File: config.mk
export PLATFORM = sky130hd
export DESIGN_NAME = control_loop_seq
export DESIGN_NICKNAME = d
export VERILOG_FILES = /design/src/rtl/control_loop_pkg.sv /design/src/rtl/control_loop_seq_sat_add.sv /design/src/rtl/control_loop_seq.sv
export SDC_FILE = /design/constraint.sdc
export NUM_CORES = 1
export LEC_CHECK = 0
export CAP_MARGIN = 10
export CORE_MARGIN = 2
export CORE_UTILIZATION = 53
export CTS_BUF_LIST = sky130_fd_sc_hd__clkbuf_4 sky130_fd_sc_hd__clkbuf_8
export DETAILED_ROUTE_END_ITERATION = 16
export HOLD_SLACK_MARGIN = 0.08
export PLACE_DENSITY = 0.87
export SLEW_MARGIN = 20
export SYNTH_ARGS = -nofsm -noshare
export SYNTH_HDL_FRONTEND = slang
export SYNTH_HIERARCHICAL = 1
export SYNTH_SLANG_ARGS = --single-unit
File: constraint.sdc
create_clock -name clk -period 4.64 [get_ports clk]
set_clock_uncertainty 0.1 [all_clocks]
set_input_delay 0.696 -clock clk [delete_from_list [all_inputs] [get_ports clk]]
set_output_delay 0.696 -clock clk [all_outputs]
set_load 0.05 [all_outputs]
File: src/rtl/control_loop_pkg.sv
// Shared widths, state encoding and DAC saturation limits for the PI loop sequencer.
package control_loop_pkg;

    localparam int unsigned CONSTS_WID      = 48;
    localparam int unsigned ADC_WID         = 18;
    localparam int unsigned DAC_DATA_WID    = 20;
    localparam int unsigned CYCLE_COUNT_WID = 18;
    localparam int unsigned DELAY_WID       = 16;

    localparam logic [DAC_DATA_WID-1:0] DAC_MAX = {1'b0, {(DAC_DATA_WID-1){1'b1}}};
    localparam logic [DAC_DATA_WID-1:0] DAC_MIN = {1'b1, {(DAC_DATA_WID-1){1'b0}}};

    typedef enum logic [2:0] {
        ST_IDLE     = 3'd0,
        ST_ADC_REQ  = 3'd1,
        ST_MATH_REQ = 3'd2,
        ST_DAC_REQ  = 3'd3,
        ST_DELAY    = 3'd4
    } state_t;

endpackage

File: src/rtl/control_loop_seq_sat_add.sv
// Two's-complement adder that clamps the sum to the operand width.
module sat_add #(
    parameter int unsigned       WID     = 20,
    parameter logic [WID-1:0]    SAT_MAX = {1'b0, {(WID-1){1'b1}}},
    parameter logic [WID-1:0]    SAT_MIN = {1'b1, {(WID-1){1'b0}}}
) (
    input  logic [WID-1:0] a,
    input  logic [WID-1:0] b,
    output logic [WID-1:0] sum_c
);

    logic [WID:0] full_c;

    // One guard bit; overflow shows as disagreement between the top two bits.
    always_comb begin
        full_c = {a[WID-1], a} + {b[WID-1], b};
        sum_c  = full_c[WID-1:0];
        if (full_c[WID] != full_c[WID-1]) begin
            sum_c = full_c[WID] ? SAT_MIN : SAT_MAX;
        end
    end

endmodule

File: src/rtl/control_loop_seq.sv
// PI loop iteration sequencer: ADC conversion, math stage, saturated DAC update, delay.
module control_loop_seq
    import control_loop_pkg::*;
#(
    parameter int unsigned CYCLE_WID = CYCLE_COUNT_WID
) (
    input  logic                    clk,
    input  logic                    rst,
    input  logic                    run,
    input  logic [ADC_WID-1:0]      setpt_in,
    input  logic [DELAY_WID-1:0]    dely,
    input  logic [DAC_DATA_WID-1:0] dac_init,
    output logic                    adc_arm,
    input  logic                    adc_finished,
    input  logic [ADC_WID-1:0]      adc_data,
    output logic                    math_arm,
    input  logic                    math_finished,
    output logic [ADC_WID-1:0]      setpt,
    output logic [ADC_WID-1:0]      measured,
    output logic [CONSTS_WID-1:0]   e_prev,
    output logic [CYCLE_WID-1:0]    cycles,
    input  logic [CONSTS_WID-1:0]   e_cur,
    input  logic [DAC_DATA_WID-1:0] adjval,
    output logic                    dac_arm,
    input  logic                    dac_finished,
    output logic [DAC_DATA_WID-1:0] dac_out,
    output logic                    busy
);

    localparam logic [CYCLE_WID-1:0] CNT_MAX = '1;

    state_t                  state;
    logic [CYCLE_WID-1:0]    cnt;
    logic [DELAY_WID-1:0]    dely_q;
    logic [DELAY_WID-1:0]    dly_cnt;
    logic [DAC_DATA_WID-1:0] dac_next_c;

    sat_add #(
        .WID     (DAC_DATA_WID),
        .SAT_MAX (DAC_MAX),
        .SAT_MIN (DAC_MIN)
    ) u_sat_add (
        .a     (dac_out),
        .b     (adjval),
        .sum_c (dac_next_c)
    );

    // Sequencer; each arm rises only while its finished is low and drops once finished is seen.
    always_ff @(posedge clk) begin
        if (rst) begin
            state    <= ST_IDLE;
            busy     <= 1'b0;
            adc_arm  <= 1'b0;
            math_arm <= 1'b0;
            dac_arm  <= 1'b0;
            setpt    <= '0;
            measured <= '0;
            e_prev   <= '0;
            cycles   <= '0;
            dac_out  <= '0;
            cnt      <= '0;
            dely_q   <= '0;
            dly_cnt  <= '0;
        end else begin
            if (state != ST_IDLE && cnt != CNT_MAX) begin
                cnt <= cnt + CYCLE_WID'(1);
            end
            case (state)
                ST_IDLE: begin
                    if (run) begin
                        state   <= ST_ADC_REQ;
                        busy    <= 1'b1;
                        dac_out <= dac_init;
                        e_prev  <= '0;
                        cnt     <= '0;
                        setpt   <= setpt_in;
                        dely_q  <= dely;
                        adc_arm <= ~adc_finished;
                    end
                end
                ST_ADC_REQ: begin
                    if (adc_arm && adc_finished) begin
                        measured <= adc_data;
                        adc_arm  <= 1'b0;
                        state    <= ST_MATH_REQ;
                        if (!math_finished) begin
                            math_arm <= 1'b1;
                            cycles   <= cnt;
                            cnt      <= CYCLE_WID'(1);
                        end
                    end else if (!adc_arm && !adc_finished) begin
                        adc_arm <= 1'b1;
                    end
                end
                ST_MATH_REQ: begin
                    if (math_arm && math_finished) begin
                        e_prev   <= e_cur;
                        dac_out  <= dac_next_c;
                        math_arm <= 1'b0;
                        state    <= ST_DAC_REQ;
                        dac_arm  <= ~dac_finished;
                    end else if (!math_arm && !math_finished) begin
                        math_arm <= 1'b1;
                        cycles   <= cnt;
                        cnt      <= CYCLE_WID'(1);
                    end
                end
                ST_DAC_REQ: begin
                    if (dac_arm && dac_finished) begin
                        dac_arm <= 1'b0;
                        dly_cnt <= dely_q;
                        state   <= ST_DELAY;
                    end else if (!dac_arm && !dac_finished) begin
                        dac_arm <= 1'b1;
                    end
                end
                ST_DELAY: begin
                    if (dly_cnt != '0) begin
                        dly_cnt <= dly_cnt - DELAY_WID'(1);
                    end else if (run) begin
                        state   <= ST_ADC_REQ;
                        setpt   <= setpt_in;
                        dely_q  <= dely;
                        adc_arm <= ~adc_finished;
                    end else begin
                        state <= ST_IDLE;
                        busy  <= 1'b0;
                    end
                end
                default: begin
                    state <= ST_IDLE;
                    busy  <= 1'b0;
                end
            endcase
        end
    end

endmodule
Yosys cells after proc, flatten, opt, wreduce, memory -nomap -nowiden
Cells that the tools add are included. Widths: inputs -> output; s select.

Add/subtract/negate cells: 3. Equality and inequality tests: 19. Multiplexer cells: 54. Bitwise gates (word level): 3. Reduce and logical (&&, ||, !) cells: 33.

Operators by type and width (count): $mux 18 (12); $mux 48 (2); $pmux 48 s2 (1); $mux 20 (4); $pmux 18 s2 (2); $mux 16 (4); $pmux 16 s2 (2); $pmux 18 s3 (1); $pmux 20 s2 (1); $add 20x20->21 (1); $ne 2x2->1 const B (10); $add 18x1->18 const B (1); $ne 18x18->1 const B (1); $reduce_bool 16->1 (1); $sub 16x1->16 const B (1); $mux 1 (15); $mux 3 (5); $pmux 3 s5 (1); $reduce_and 3->1 (4); $reduce_and 5->1 (2); $reduce_bool 2->1 (5); $ne 3x3->1 const B (3); $reduce_and 4->1 (2); $logic_and 1x1->1 (7); 12 further kinds (24).

Flip-flop bits (word level): 179. Bits of input ports: 146. Word-level logic and storage cells: 125.

Longest topological paths before layout
Gate-level depths: netlist of run 1.

Depth after elaboration: 6. Depth in mapped cells: 13. Depth with buffers taken out: 12.

Hierarchy
Netlist of run 1, hierarchy kept.

Modules (own cells, without submodules): control_loop_seq (instances 1, cells each 908, area each 7752.4 µm²); sat_add (instances 1, cells each 165, area each 1288.7 µm²).

Least setup slack after synthesis of run 1
No wires, ideal clock.

Kind: in2reg. Start point: input adjval[0]. End point: register dac_out[8]. Library setup time: 0.134 ns. Arrival: 2.777 ns. Required time: 4.406 ns. Setup slack: 1.629 ns. Stages: 13. Path buffers: 1. Path through: ha_1 > inv_1 > fa_1 > nor2b_4 > o211ai_1 > a21oi_2 > nor3b_2 > o221ai_2 > a21o_1 > buf_6 > maj3_1 > mux2i_1 > a211oi_1.

Cells in the longest elaborated chain, start to end: 5. Elaborated cells between the ends (all ways): 6. Classes of those cells: add/sub (1); eq/ne (1); mux (4).

Ends and longest elaborated chain: from (decl) (RTL line control_loop_seq.sv:23) `input logic [DAC_DATA_WID-1:0] adjval,`; $add 20x20->21 (*) (RTL line control_loop_seq_sat_add.sv:16) `full_c = {a[WID-1], a} + {b[WID-1], b};`; $mux 20 / $ne 1x1->1 (equally long branches) (RTL line control_loop_seq_sat_add.sv:19, control_loop_seq_sat_add.sv:18); $mux 20 (*) (RTL line control_loop_seq_sat_add.sv:18) `if (full_c[WID] != full_c[WID-1]) begin`; net dac_next_c[8] (RTL line control_loop_seq.sv:36) `logic [DAC_DATA_WID-1:0] dac_next_c;`; $mux 20 (*) (RTL line control_loop_seq.sv:96) `if (math_arm && math_finished) begin`; $pmux 20 s2 (*) (RTL line control_loop_seq.sv:68) `case (state)`; to (signal assigned) (RTL line control_loop_seq.sv:73) `dac_out <= dac_init;`; to (signal assigned) (RTL line control_loop_seq.sv:98) `dac_out <= dac_next_c;`; to (decl) (RTL line control_loop_seq.sv:26) `output logic [DAC_DATA_WID-1:0] dac_out,`.

Mark *: on every way through the listed nets, which the timed path passes. The rest lies on a longest branch. The select of a mux whose other input is x is not followed. A chain may end at the register's enable or synchronous reset.

Worst setup path after layout of run 1
Start point: input adjval[4]. End point: register dac_out[15].

The elaborated chain is that of the path after synthesis.

==> results.sh, run 1 <==
export IMPL_status="complete, no violations"
export IMPL_maxCapViolCount=0
export IMPL_antenna_found_initial=0
export IMPL_postCtsHoldBufs=0
export IMPL_synth_top_family_by_area="simple AND/OR/NAND/NOR gates"
export IMPL_synth_distinct_cells=77
export IMPL_drc=0
export IMPL_cts_root_buffer="clkbuf_8"
export IMPL_p_leak_uw=0.00432
export IMPL_finalSetupTns_ps=0
export IMPL_path_clk_slew_ps=90
export IMPL_cts_made_buffers=17
export IMPL_max_freq_mhz=296
export IMPL_via_per_inst=5.61
export IMPL_core_area_mm2=0.0166
export IMPL_slew_headroom_pct=30.6
export IMPL_grt_pass1_wl_um=39800
export IMPL_dr_pass1_iters=7
export IMPL_avgSynthCellArea_um2=8.43
export IMPL_overflow=0
export IMPL_clock_sinks=179
export IMPL_grt_max_degree=76
export IMPL_dpl_hpwl_um=17800
export IMPL_die_w_um=135
export IMPL_synth_mux_area_share_pct=8.41
export IMPL_first_iter_violations=568
export IMPL_start_kind="input port"
export IMPL_synth_top_area_cell="dfxtp_1"
export IMPL_ys_warn_count=6
export IMPL_hold_path_class="reg -> reg"
export IMPL_cts_tree="yes"
export IMPL_initial_utilization_pct=54.3
export IMPL_synthArstFlopShare_pct=0
export IMPL_synth_nets=1246
export IMPL_synth_top_area_share_pct=39.6
export IMPL_synthFlopType="dfxtp_1"
export IMPL_synth_xor_area_share_pct=3.21
export IMPL_diodes=0
export IMPL_ys_seq_area_share_pct=39.6
export IMPL_wire_per_inst_um=16.1
export IMPL_fin_crit_sh_pct=72.8
export IMPL_grt_pass1_vias=8226
export IMPL_powerDensity_mw_per_mm2=286
export IMPL_clock_latency_ps=460
export IMPL_die_area_mm2=0.0181
export IMPL_layout_nets=1474
export IMPL_fin_crit_ps=3380
export IMPL_rsz0062_at_grt="no"
export IMPL_placedCellCount=1502
export IMPL_cp_data_arrival_time_ps=3640
export IMPL_whs_ps=354
export IMPL_post_cts_resized=0
export IMPL_worst_setup_path_end_kind="register"
export IMPL_synthTopCellsByArea="dfxtp_1, mux2i_1, nand2_1"
export IMPL_tightest_slew_ps=1040
export IMPL_die_y_um=135
export IMPL_power_total_uw=3460
export IMPL_final_util_pct=72.8
export IMPL_synthAdderAreaFrac_pct=6.09
export IMPL_syn_inst=1073
export IMPL_postCtsSetupBuffers=0
export IMPL_synthTopCellsByCount="nand2_1, dfxtp_1, a21oi_1"
export IMPL_clk_path_buf_depth=2
export IMPL_gp_congestion=0.933
export IMPL_max_vdd_ir_drop_uv=173
export IMPL_synthesis_area_mm2=0.00904
export IMPL_num_io_pins=272
export IMPL_ant_nets=0
export IMPL_drv_slew=0
export IMPL_stdcell_count=1534
export IMPL_ys_seq_elements=179
export IMPL_port_buffers=271
export IMPL_std_cell_rows=47
export IMPL_drive_above_1_share_pct=6.62
export IMPL_synth_compound_gate_area_share_pct=15.3
export IMPL_crit_type="in -> reg"
export IMPL_routed_wl_um=24700
export IMPL_synthToLayoutAreaGrowth_pct=34.0
export IMPL_finalHoldViolCount=0
export IMPL_setup_violations=0
export IMPL_synth_most_common_cell="nand2_1"
export IMPL_htree_levels=4
export IMPL_synthSimpleGateAreaFrac_pct=22.0
export IMPL_grt_usage_pct=27.0
export IMPL_synth_edf_count=0
export IMPL_cp_required_ps=4910
export IMPL_num_vias=8603
export IMPL_critPathMaxFanout=19
## power breakdown
group / internal [µW] / leakage, µW / switching, µW
logic: 359 / 0.00267 / 444
clock network: 453 / 0.000192 / 584
registers: 1580 / 0.00145 / 42.7
total: 2390 / 0.00432 / 1070
## cells by family (layout without fill, tap and decap cells)
group,after synthesis,in the layout
compound gates,221,221
mux,76,76
xor+xnor,31,31
buf+inv,92,333
simple gates,428,428
fa+ha+maj,46,46
flops,179,179
## flip-flops by register name, indices dropped and copies added, names as in the netlist
name      cells
e_prev       48
dac_out      20
cnt          18
cycles       18
measured     18
setpt        18
dely_q       16
dly_cnt      16
state         3
adc_arm       1
busy          1
dac_arm       1
math_arm      1
## placed cells by master (no fill, tap or decap), types with 18 or more instances in the layout
cell,instances
nand2_1,189
a21oi_1,110
xnor2_1,20
nor2_1,90
clkbuf_8,18
a211oi_1,27
nand3_1,69
mux2i_1,76
ha_1,26
dfxtp_1,179
o21ai_0,18
clkdlybuf4s50_1,270
## metrics by stage
| stage | area [µm²] | setup WS, ps |
|---|---|---|
| after floorplan | 9040 | 1630 |
| after global placement | 11700 | 876 |
| after detailed placement | 11700 | 792 |
| after CTS | 12100 | 1280 |
| after global routing | 12100 | 1060 |
| final | 12100 | 1260 |
## layout make-up
cell class                 count  area, µm²
tap                          220        275
clock inverter                13        124
inverter                      15       57.6
clock buffer                  19        255
fill                        1293       4520
timing repair buffer         286       2820
multi-input combinational    802       5000
sequential                   179       3580
## final timing paths
kind,start,end,slack (ps),depth (start not counted)
max reg2reg,dac_out[4],dac_out[15],1560,10
max,adjval[4],dac_out[15],1260,11
min reg2reg,e_prev[28],e_prev[28],350,2
min,e_prev[28],e_prev[28],350,2
## critical path, stage by stage
cell             delay, ps
clkdlybuf4s50_1        440
ha_1                   370
a21o_1                 220
a31oi_2                190
a21oi_2                110
o31ai_2                240
nand3_2                140
xor2_4                 570
maj3_2                 310
mux2i_1                 70
a211oi_1               290
## per-layer routing
layer | wire length, µm | part of all wire, % | vias to the layer above | GRT usage, %
met5 | 0 | 0 | - | 0
met4 | 697 | 2.8 | 0 | 10.2
met3 | 1500 | 6.1 | 50 | 6.31
met2 | 12200 | 49 | 302 | 46.9
met1 | 10300 | 42 | 4028 | 32.4
li1 | - | - | 4223 | -
Note: power is estimated with default switching activity, not from simulation.
==> run 2: changes to the inputs <==
--- a/config.mk
+++ b/config.mk
@@ -7,11 +7,11 @@
 export LEC_CHECK = 0
 export CAP_MARGIN = 10
 export CORE_MARGIN = 2
-export CORE_UTILIZATION = 53
+export CORE_UTILIZATION = 49
 export CTS_BUF_LIST = sky130_fd_sc_hd__clkbuf_4 sky130_fd_sc_hd__clkbuf_8
 export DETAILED_ROUTE_END_ITERATION = 16
 export HOLD_SLACK_MARGIN = 0.08
-export PLACE_DENSITY = 0.87
+export PLACE_DENSITY = 0.81
 export SLEW_MARGIN = 20
 export SYNTH_ARGS = -nofsm -noshare
 export SYNTH_HDL_FRONTEND = slang
==> constraint.sdc (replaced) <==
create_clock -name clk -period 3.4 [get_ports clk]
set_clock_uncertainty 0.1 [all_clocks]
set_input_delay 0.51 -clock clk [delete_from_list [all_inputs] [get_ports clk]]
set_output_delay 0.51 -clock clk [all_outputs]
set_load 0.05 [all_outputs]
==> run 2 against run 1 <==
  * Routed wire length rose by 3.7%
  * Flip-flop and latch count unchanged
  * Non-clock buffer count is 9 higher
  * Sequential power up 37%
  * Hold slack improved by 0.55 ps
  * First-iteration DRC count shrank 19%
  * Critical path type unchanged
  * Largest power group unchanged
==> results.sh, run 2 (same netlist as run 1, synthesis figures left out) <==
export IMPL_status="complete, no violations"
export IMPL_first_iter_violations=459
export IMPL_wire_per_inst_um=16.5
export IMPL_fin_crit_sh_pct=91.5
export IMPL_drive_above_1_share_pct=7.18
export IMPL_start_kind="input port"
export IMPL_slew_headroom_pct=42.6
export IMPL_ant_nets=0
export IMPL_final_cell_mix="clkdlybuf4s50_1, nand2_1, dfxtp_1"
export IMPL_maxCapViolCount=0
export IMPL_cp_required_ps=3620
export IMPL_std_cell_rows=49
export IMPL_path_clk_slew_ps=100
export IMPL_grt_pass1_wl_um=41800
export IMPL_grt_pass1_vias=8376
export IMPL_whs_ps=355
export IMPL_powerDensity_mw_per_mm2=402
export IMPL_reg_top3="e_prev: 48 flops, dac_out: 20 flops"
export IMPL_overflow=0
export IMPL_synthToLayoutAreaGrowth_pct=35.9
export IMPL_core_area_mm2=0.0180
export IMPL_die_w_um=140
export IMPL_num_io_pins=272
export IMPL_num_vias=8496
export IMPL_rsz0062_at_grt="no"
export IMPL_clock_sinks=179
export IMPL_p_leak_uw=0.00440
export IMPL_power_total_uw=4940
export IMPL_via_per_inst=5.47
export IMPL_dp_slack_ps=-207
export IMPL_grt_usage_pct=26.0
export IMPL_htree_levels=4
export IMPL_dpl_hpwl_um=18300
export IMPL_grt_max_degree=89
export IMPL_r2r_end="dac_out[0]"
export IMPL_setup_slack_ps=288
export IMPL_dr_pass1_iters=4
export IMPL_largest_register_ff_count=48
export IMPL_drv_slew=0
export IMPL_routed_wl_um=25600
export IMPL_crit_type="in -> reg"
export IMPL_max_freq_mhz=321
export IMPL_r2r_start="dac_out[0]"
export IMPL_critPathMaxFanout=10
export IMPL_max_vdd_ir_drop_uv=237
export IMPL_finalHoldViolCount=0
export IMPL_worst_setup_path_end_kind="register"
export IMPL_antenna_found_initial=2
export IMPL_cts_tree="yes"
export IMPL_clock_latency_ps=470
export IMPL_top_register="e_prev"
export IMPL_clk_path_buf_depth=2
export IMPL_dpl_instance_area_mm2=0.0119
export IMPL_crit_end="dac_out[0]"
export IMPL_post_cts_resized=0
export IMPL_layout_nets=1483
export IMPL_reg2reg_slack_ps=370
export IMPL_crit_start="adjval[0]"
export IMPL_tightest_slew_ps=862
export IMPL_r2r_cells=13
export IMPL_port_buffers=271
export IMPL_initial_utilization_pct=50.2
export IMPL_cp_data_arrival_time_ps=3340
export IMPL_setup_violations=0
export IMPL_postCtsSetupBuffers=0
export IMPL_gp_congestion=0.887
export IMPL_die_y_um=140
export IMPL_drc=0
export IMPL_cts_made_buffers=17
export IMPL_stdcell_area_mm2=0.0123
export IMPL_postCtsHoldBufs=0
export IMPL_final_common_cell="clkdlybuf4s50_1"
export IMPL_cts_root_buffer="clkbuf_8"
export IMPL_die_area_mm2=0.0196
export IMPL_fin_crit_ps=3110
export IMPL_hold_path_class="reg -> reg"
## run 2: changes by cell type in the layout (fill, tap and decap cells not counted)
cell,before,now
buf_12,0,3
buf_4,16,22
bufinv_16,1,3
clkbuf_8,18,19
clkinv_2,4,0
diode_2,0,1
inv_2,0,1
nor3b_1,1,2
nor3b_2,4,3
## run 2: cell type report
type	count	area [µm²]
Inverter	15	56.3
Sequential cell	179	3580
Tap cell	229	287
Antenna cell	1	2.50
Timing Repair Buffer	295	2930
Clock inverter	12	169
Fill cell	1492	5730
Multi-Input combinational cell	802	5000
Clock buffer	20	269
## run 2: report_power, final
part | internal, µW | switching, µW | total (µW)
Combinational | 509 | 610 | 1120
Clock | 790 | 818 | 1610
Sequential | 2160 | 57.9 | 2220
## run 2: worst min path at each step
stage               start         end  depth (start not counted)
2_1_floorplan  dely_q[14]  dely_q[14]                          2
3_3_place_gp   e_prev[23]  e_prev[23]                          2
3_5_place_dp   e_prev[23]  e_prev[23]                          2
4_1_cts         e_prev[9]   e_prev[9]                          2
5_1_grt        e_prev[14]  e_prev[14]                          2
6_report        e_prev[3]   e_prev[3]                          2
## run 2: layer usage
metal	track usage (%)	part of all wire, %	vias to the layer above
li1	-	-	4236
met1	31.9	41	3941
met3	7.64	7.1	37
met5	0	0	-
met2	44.1	49	282
met4	7.84	2.3	0
## run 2: worst max-delay path: stages
cell             delay, ps
clkdlybuf4s50_1        430
ha_1                   220
inv_1                   80
fa_1                   230
nor2b_4                 60
o211ai_1               270
a21oi_2                110
nor3b_2                290
o221ai_2               150
a21o_1                 180
buf_4                  180
maj3_1                 350
mux2i_1                180
a211oi_1                90
## run 2: stage by stage
step	utilization, %	setup TNS (ps)	cells
6_report	68.2	0	1553
5_1_grt	68.2	0	1552
4_1_cts	68.2	0	1552
3_5_place_dp	65.7	-2420	1520
3_3_place_gp	65.7	-797	1520
2_1_floorplan	-	0	1073
